`src/rtl/filter_pkg.sv`:
```
// Shared types and constants for the FIR filter engine.
// Holds the FSM state encoding and the default coefficient set.
package filter_pkg;

   typedef enum logic [1:0] {
      ST_IDLE  = 2'd0,
      ST_LOAD  = 2'd1,
      ST_ROUND = 2'd2,
      ST_DONE  = 2'd3
   } filt_state_t;

   localparam int FILT_NTAPS      = 8;
   localparam int FILT_COEF_WIDTH = 12;

   // 8 taps of 256 in Q1.11: moving average with unity gain
   localparam logic [FILT_NTAPS*FILT_COEF_WIDTH-1:0] FILT_DEFAULT_COEFS =
      {FILT_NTAPS{12'd256}};

   function automatic int unsigned filt_idx_width(input int unsigned n);
      return (n > 1) ? $clog2(n) : 1;
   endfunction

endpackage

```
`src/rtl/filter_mac.sv`:
```
// Signed multiply-accumulate with round-half-up and saturation to the sample width.
// Sequenced entirely by the clear/accumulate/round strobes from filter_unit.
module filter_mac
   import filter_pkg::*;
#(
   parameter int DATA_WIDTH = 24,
   parameter int NTAPS      = 8,
   parameter int COEF_WIDTH = 12,
   parameter int FRAC_BITS  = 11,
   parameter logic [NTAPS*COEF_WIDTH-1:0] COEFS = FILT_DEFAULT_COEFS,
   localparam int IDX_W = filt_idx_width(NTAPS)
)(
   input  logic                         clk,
   input  logic                         rst_n,
   input  logic                         clr,
   input  logic                         acc_en,
   input  logic                         round_en,
   input  logic [IDX_W-1:0]             idx,
   input  logic signed [DATA_WIDTH-1:0] sample,
   output logic [DATA_WIDTH-1:0]        result
);

   localparam int PROD_W = DATA_WIDTH + COEF_WIDTH;
   localparam int ACC_W  = PROD_W + $clog2(NTAPS);

   localparam logic signed [ACC_W-1:0] ROUND_HALF = ACC_W'(1) << (FRAC_BITS - 1);
   localparam logic signed [ACC_W-1:0] SAT_HI =
      {{(ACC_W-DATA_WIDTH+1){1'b0}}, {(DATA_WIDTH-1){1'b1}}};
   localparam logic signed [ACC_W-1:0] SAT_LO =
      {{(ACC_W-DATA_WIDTH+1){1'b1}}, {(DATA_WIDTH-1){1'b0}}};

   logic signed [COEF_WIDTH-1:0] coef_tab [NTAPS];
   logic signed [COEF_WIDTH-1:0] coef_sel;
   logic signed [PROD_W-1:0]     prod;
   logic signed [ACC_W-1:0]      acc;
   logic signed [ACC_W-1:0]      rnd;
   logic [DATA_WIDTH-1:0]        sat;

   for (genvar g = 0; g < NTAPS; g++) begin : g_coef
      assign coef_tab[g] = COEFS[g*COEF_WIDTH +: COEF_WIDTH];
   end

   assign coef_sel = coef_tab[idx];
   assign prod     = PROD_W'(sample) * PROD_W'(coef_sel);

   always_ff @(posedge clk or negedge rst_n) begin
      if (!rst_n) begin
         acc <= '0;
      end else if (clr) begin
         acc <= '0;
      end else if (acc_en) begin
         acc <= acc + ACC_W'(prod);
      end
   end

   // Arithmetic shift floors, so adding half an LSB first rounds halves toward +inf
   always_comb begin
      rnd = (acc + ROUND_HALF) >>> FRAC_BITS;
      if (rnd > SAT_HI) begin
         sat = SAT_HI[DATA_WIDTH-1:0];
      end else if (rnd < SAT_LO) begin
         sat = SAT_LO[DATA_WIDTH-1:0];
      end else begin
         sat = rnd[DATA_WIDTH-1:0];
      end
   end

   always_ff @(posedge clk or negedge rst_n) begin
      if (!rst_n) begin
         result <= '0;
      end else if (round_en) begin
         result <= sat;
      end
   end

endmodule

```
`src/rtl/filter_unit.sv`:
```
// FIR filter engine: collects NTAPS samples over a valid/request handshake,
// then returns one rounded, saturated result with a single-cycle done pulse.
module filter_unit
   import filter_pkg::*;
#(
   parameter int DATA_WIDTH = 24,
   parameter int NTAPS      = 8,
   parameter int COEF_WIDTH = 12,
   parameter int FRAC_BITS  = 11,
   parameter logic [NTAPS*COEF_WIDTH-1:0] COEFS = FILT_DEFAULT_COEFS
)(
   input  logic                  Filter_CLK,
   input  logic                  Filter_RST,
   input  logic                  Filter_EN,
   output logic                  Filter_SREQ,
   input  logic                  Filter_SVLD,
   input  logic [DATA_WIDTH-1:0] Filter_SIN,
   output logic                  Filter_BSY,
   output logic                  Filter_DNE,
   output logic [DATA_WIDTH-1:0] Filter_DATA
);

   localparam int IDX_W = filt_idx_width(NTAPS);
   localparam logic [IDX_W-1:0] LAST_IDX = IDX_W'(NTAPS - 1);

   filt_state_t      state, next_state;
   logic [IDX_W-1:0] idx;
   logic             clr, acc_en, round_en;

   always_ff @(posedge Filter_CLK or negedge Filter_RST) begin
      if (!Filter_RST) begin
         state <= ST_IDLE;
      end else begin
         state <= next_state;
      end
   end

   always_ff @(posedge Filter_CLK or negedge Filter_RST) begin
      if (!Filter_RST) begin
         idx <= '0;
      end else if (clr) begin
         idx <= '0;
      end else if (acc_en) begin
         idx <= idx + 1'b1;
      end
   end

   // Outputs decode only the state register, so nothing reaches them from inputs
   always_comb begin
      next_state  = state;
      clr         = 1'b0;
      acc_en      = 1'b0;
      round_en    = 1'b0;
      Filter_SREQ = 1'b0;
      Filter_BSY  = 1'b1;
      Filter_DNE  = 1'b0;
      case (state)
         ST_IDLE: begin
            Filter_BSY = 1'b0;
            if (Filter_EN) begin
               clr        = 1'b1;
               next_state = ST_LOAD;
            end
         end
         ST_LOAD: begin
            Filter_SREQ = 1'b1;
            if (Filter_SVLD) begin
               acc_en = 1'b1;
               if (idx == LAST_IDX) begin
                  next_state = ST_ROUND;
               end
            end
         end
         ST_ROUND: begin
            round_en   = 1'b1;
            next_state = ST_DONE;
         end
         ST_DONE: begin
            Filter_DNE = 1'b1;
            next_state = ST_IDLE;
         end
         default: next_state = ST_IDLE;
      endcase
   end

   filter_mac #(
      .DATA_WIDTH (DATA_WIDTH),
      .NTAPS      (NTAPS),
      .COEF_WIDTH (COEF_WIDTH),
      .FRAC_BITS  (FRAC_BITS),
      .COEFS      (COEFS)
   ) u_mac (
      .clk      (Filter_CLK),
      .rst_n    (Filter_RST),
      .clr      (clr),
      .acc_en   (acc_en),
      .round_en (round_en),
      .idx      (idx),
      .sample   (Filter_SIN),
      .result   (Filter_DATA)
   );

endmodule
```
`config.mk`:
```
export PLATFORM = sky130hd
export DESIGN_NAME = filter_unit
export DESIGN_NICKNAME = d
export VERILOG_FILES = /design/src/rtl/filter_pkg.sv /design/src/rtl/filter_mac.sv /design/src/rtl/filter_unit.sv
export SDC_FILE = /design/constraint.sdc
export NUM_CORES = 1
export LEC_CHECK = 0
export BUFFER_PORTS_ARGS = -buffer_cell sky130_fd_sc_hd__buf_2
export CAP_MARGIN = 20
export CORE_ASPECT_RATIO = 1.2
export CORE_UTILIZATION = 55
export DETAILED_ROUTE_END_ITERATION = 10
export GPL_TIMING_DRIVEN = 0
export PLACE_DENSITY = 0.75
export SETUP_SLACK_MARGIN = 0.1
export SLEW_MARGIN = 15
export SYNTH_ARGS = -nofsm -noshare
export SYNTH_HDL_FRONTEND = slang
export SYNTH_SLANG_ARGS = --single-unit
export TNS_END_PERCENT = 1
```
`constraint.sdc`:
```
create_clock -name Filter_CLK -period 4.45 [get_ports Filter_CLK]
set_input_delay 0.6675 -clock Filter_CLK [delete_from_list [all_inputs] [get_ports Filter_CLK]]
set_output_delay 0.6675 -clock Filter_CLK [all_outputs]
set_load 0.05 [all_outputs]
```
## Word level (Yosys, flattened, before mapping)

Memory sizes are Yosys's and may differ from the RTL's.
Cells that the tools add are included.

| storage, ports and cells | value |
|---|---|
| register bits after elaboration | 68 |
| bits in read-only memories | 96 |
| bits of input ports | 28 |
| output and inout bits | 27 |
| word-level logic and storage cells | 43 |
| memories | 1 |

Memories:

| memory | depth | width | read ports | clocked after Yosys merged registers in | write ports | line | text |
|---|---|---|---|---|---|---|---|
| (no name shown) | 8 | 12 | 1 | 0 | 0 | filter_mac.sv:43 | `assign coef_sel = coef_tab[idx];` |

| operators by class | value |
|---|---|
| $add $sub $neg | 3 |
| multiply operators | 1 |
| magnitude comparators | 3 |
| equal/unequal tests | 7 |
| muxes and demuxes | 20 |
| bitwise logic cells | 1 |
| reduce and logical (&&, ||, !) cells | 3 |

Operators with widths:

| cell | count |
|---|---|
| $mux 39 | 2 |
| $mux 24 | 2 |
| $add 39x12->39 const B | 1 |
| $add 39x36->39 | 1 |
| $mul 24x12->36 | 1 |
| $gt 28x24->1 const B | 1 |
| $lt 28x24->1 const B | 1 |
| $mux 12 | 2 |
| $mux 1 | 8 |
| $pmux 2 s4 | 1 |
| $mux 2 | 3 |
| $mux 3 | 2 |
| $ne 2x2->1 const B | 3 |
| $eq 2x2->1 const B | 2 |
| $ge 4x4->1 const B | 1 |
| $not 3->4 | 1 |
| $add 3x1->3 const B | 1 |
| $eq 3x3->1 const B | 1 |
| $reduce_and 3->1 | 1 |
| $eq 2x1->1 const B | 1 |
| $logic_not 2->1 | 1 |
| $reduce_bool 2->1 | 1 |

## Depth between registers and ports, before layout

| depth | value |
|---|---|
| depth after elaboration | 8 |
| gate-level depth with buffers | 12 |
| mapped depth without buffers | 12 |

## Hierarchy

Synthesis repeated with hierarchy kept, for this count alone.

| unflattened totals | value |
|---|---|
| cell total of the unflattened synthesis | 573 |
| area, all modules | 5559.1 um^2 |

Modules (own cells, without submodules):

| module | times used | cells an instance | area each (um^2) |
|---|---|---|---|
| filter_mac | 1 | 539 | 5225.0 |
| filter_unit | 1 | 34 | 334.1 |

## Worst setup path before layout

OpenSTA, ideal clock, no wires.

| timing path | value |
|---|---|
| path kind | input to register |
| from | input Filter_SIN[10] |
| to | register u_mac.acc[37] |
| setup time | 122 ps |
| data arrival time | 3438 ps |
| setup slack | 891 ps |
| cell stages on the path | 10 |
| path buffers | 0 |
| cell sequence | ha_1 ha_1 ha_1 a21oi_2 o21ai_1 a21o_1 or4b_4 and3_4 or4_1 a32o_1 |

| between the ends | value |
|---|---|
| longest elaborated chain between the ends | 4 |

Ends and longest elaborated chain:

| what | line | text |
|---|---|---|
| from (decl) | filter_unit.sv:17 | `input logic [DATA_WIDTH-1:0] Filter_SIN,` |
| $mul 24x12->36 | filter_mac.sv:44 | `assign prod = PROD_W'(sample) * PROD_W'(coef_sel);` |
| $add 39x36->39 | filter_mac.sv:52 | `acc <= acc + ACC_W'(prod);` |
| $mux 39 | filter_mac.sv:51 | `end else if (acc_en) begin` |
| $mux 39 | filter_mac.sv:49 | `end else if (clr) begin` |
| to (signal assigned) | filter_mac.sv:52 |  |
| to (decl) | filter_mac.sv:35 | `logic signed [ACC_W-1:0] acc;` |

No other way between the ends. The select of a mux whose other input is x is not followed.
A chain may end at the register's enable or synchronous reset.

## Final worst setup path

| timing path | value |
|---|---|
| from | input Filter_SIN[2] |
| to | register u_mac.acc[32] |

Same word-level chain as after synthesis.

==> results.md <==
- Outcome: complete, no violations
- CTS resizes: 0
- Die width: 90.5 um
- Final period util: 83.4%
- Setup bufs post-CTS: 0
- Setup-violating endpoint count in the final report: 0
- Area of the multi-input gates: 3450 um^2
- Routed len/inst: 15.8 um
- CP most frequent cell: ha_1
- IO Port Bufs: 54
- Critical path arrival: 3.98 ns
- Nets: 759
- Max cap viols: 0
- RePlAce Congestion: 0.958
- CTS tree: built
- Syn Area/Cell: 9.07 um^2
- Worst Path Buf+Inv: 2
- Syn. warnings: 0
- First-pass GRT wire length: 20.5 mm
- Yosys top cell area share: 29.0%
- Worst Setup End Kind: register
- Rows: 38
- Initial core utilization: 56.9%
- Register area share after synthesis: 29.0%
- Register cell area after layout: 1500 um^2
- CTS clk-pin slew, worst paths: 0.07 ns
- Fin Setup TNS: 0 ns
- Most frequent cells in the layout: 95 x ha_1, 60 x dfrtp_1, 59 x nand2_1
- Pwr Density: 757 nW/um^2
- Slew @ Worst Pin: 0.741 ns
- Vias per cell: 6.01
- IO Count: 55
- Placeable Area: 9080 um^2
- Clock Skews: 0.00781 ns
- Crit-path leading delay family: adder cells
- Detailed Routing Iterations Pass 1: 5
- Largest net degree at the start of global routing: 61
- Minimum clock period: 3.71 ns
- Worst path max stage delay: 0.63 ns
- Fillers: 797
- FF+latch count, synth: 60
- Commonest non-fill, non-tap cell in the layout: ha_1
- Max_slew headroom: 50.6%
- Synth area leader: dfrtp_1
- Post-synth EDFFs: 0
- # clock sinks: 60
- CP max-delay cell: or4b_2
- Lkg Pwr: 2.87 nW
- WP data required: 4.72 ns
- Hold buffers post-CTS: 0
- Die area: 9800 um^2
- Number of routed nets with antenna violations: 0
- Initial antenna violation count: 0
- Worst IR drop on VDD: 304 uV
- DRT iter0 DRCs: 262
- Antenna diodes: 0
- Synthesized area: 5170 um^2
- Gr ovfl total: 0
- DR vias: 4,568
- H-tree depth: 3
- Routed wire length: 12.0 mm
- Max Root-Sink Buffers: 2
- CP Max Fanout: 5
- Worst Hold Class: in -> async
- RSZ-0062 raised after global routing: no
- Total Power: 4.39 mW
- Die Y: 108 um
- Critical Path, Cell by Cell: buf_2 -> ha_1 -> ha_1 -> ha_1 -> inv_1 -> fa_1 -> nor2b_1 -> o31a_1 -> o31a_1 -> a21oi_1 -> o311ai_2 -> or4b_2 -> nand3_1
- DP HPWL: 9.46 mm
- Cell variety after synth: 59
- GRT Util Overall: 26.2%
- Mapped Cells: 570
- Final hold vios: 0
- Clock buffer count from CTS: 9
- Mapped Nets: 694
- Later-pin clock latency in the skew report: 0.34 ns
- Vias in the first global route: 4,342
- Post-Place Cell Area: 5590 um^2
- Synth-to-Final Area Change: 12.1%
- Cell area after layout: 5800 um^2
- Max Slew Vio Count: 0
- Startpoint types: input port
- Asr flop ratio synth: 100%
- Top_reg_cell synth: dfrtp_1
- Layout cells sized above 1: 12.7%
- Most area-consuming cells after synthesis: dfrtp_1 29%, ha_1 23%, nand2_1 4.3%, o221ai_1 3.9%, xnor2_1 3.9%
- FMAX: 270 MHz
- Clock root buffer: clkbuf_8
- DR DRC count: 0
- Type of the worst setup path: in -> reg
-- cells by family after synthesis --
logic type	after synthesis	synth area share, %
compound gates	156	20.9
xor+xnor	45	7.62
fa+ha+maj	96	23.4
buf+inv	58	4.28
flops	60	29.0
mux	1	0.194
simple gates	154	14.6
-- power breakdown --
part / switching, mW / internal (mW)
Combinational: 1.79 / 0.998
Sequential: 0.303 / 0.806
Clock: 0.206 / 0.287
Total: 2.30 / 2.09
-- metal layers --
| metal | routed length, um | part of all wire [%] | global-route usage, % | up-vias |
|---|---|---|---|---|
| met5 | 0 | 0 | 0 | - |
| li1 | - | - | - | 2241 |
| met4 | 284 | 2.4 | 11.2 | 0 |
| met2 | 5670 | 47 | 43.2 | 134 |
| met3 | 505 | 4.2 | 3.87 | 22 |
| met1 | 5580 | 46 | 34.3 | 2171 |
-- registers in the layout, summed over array words and instances (netlist names) --
name	flops
u_mac.acc	31
u_mac.result	24
idx	3
state	2
-- metrics by stage --
stage | setup WS (ns) | hold slack, ns | std cells | utilization (%)
6_report | 0.740 | 0.367 | 760 | 63.8
5_1_grt | 0.590 | 0.436 | 760 | 63.8
4_1_cts | 0.782 | 0.412 | 760 | 63.8
3_5_place_dp | 0.433 | 0.500 | 744 | 61.6
3_3_place_gp | 0.496 | 0.494 | 744 | 61.6
2_1_floorplan | 0.891 | 0.372 | 570 | -
-- cell type report --
type	instances	area share [%]
clock inverters	4	0.820
plain buffers	21	1.42
multi-input cells	452	59.5
well taps	120	2.59
clock buffers	12	2.68
flip-flops and latches	60	25.9
inverters	37	2.40
repair buffers	54	4.71
-- final timing paths --
path / start / to / slack (ns) / depth (start not counted)
worst max-delay path: Filter_SIN[2] / u_mac.acc[32] / 0.74 / 13
worst min-delay path: Filter_RST / state[0] / 0.37 / 1
worst max register to register: u_mac.acc[10] / u_mac.acc[32] / 0.75 / 12
worst min register to register: u_mac.acc[9] / u_mac.acc[9] / 0.52 / 1
max in group asynchronous: Filter_RST / u_mac.acc[35] / 3.56 / 1
min in group Filter_CLK: u_mac.acc[9] / u_mac.acc[9] / 0.52 / 1
-- cells in the mapped netlist, drive strengths merged (18+ instances only) --
master  number
nor2        23
xor2        22
o21ai       38
dfrtp       60
inv         37
xnor2       23
ha          95
o221ai      23
nand2       59
nand3       19
clkbuf      18
a21oi       32
Note: power is estimated with default switching activity, not from simulation.
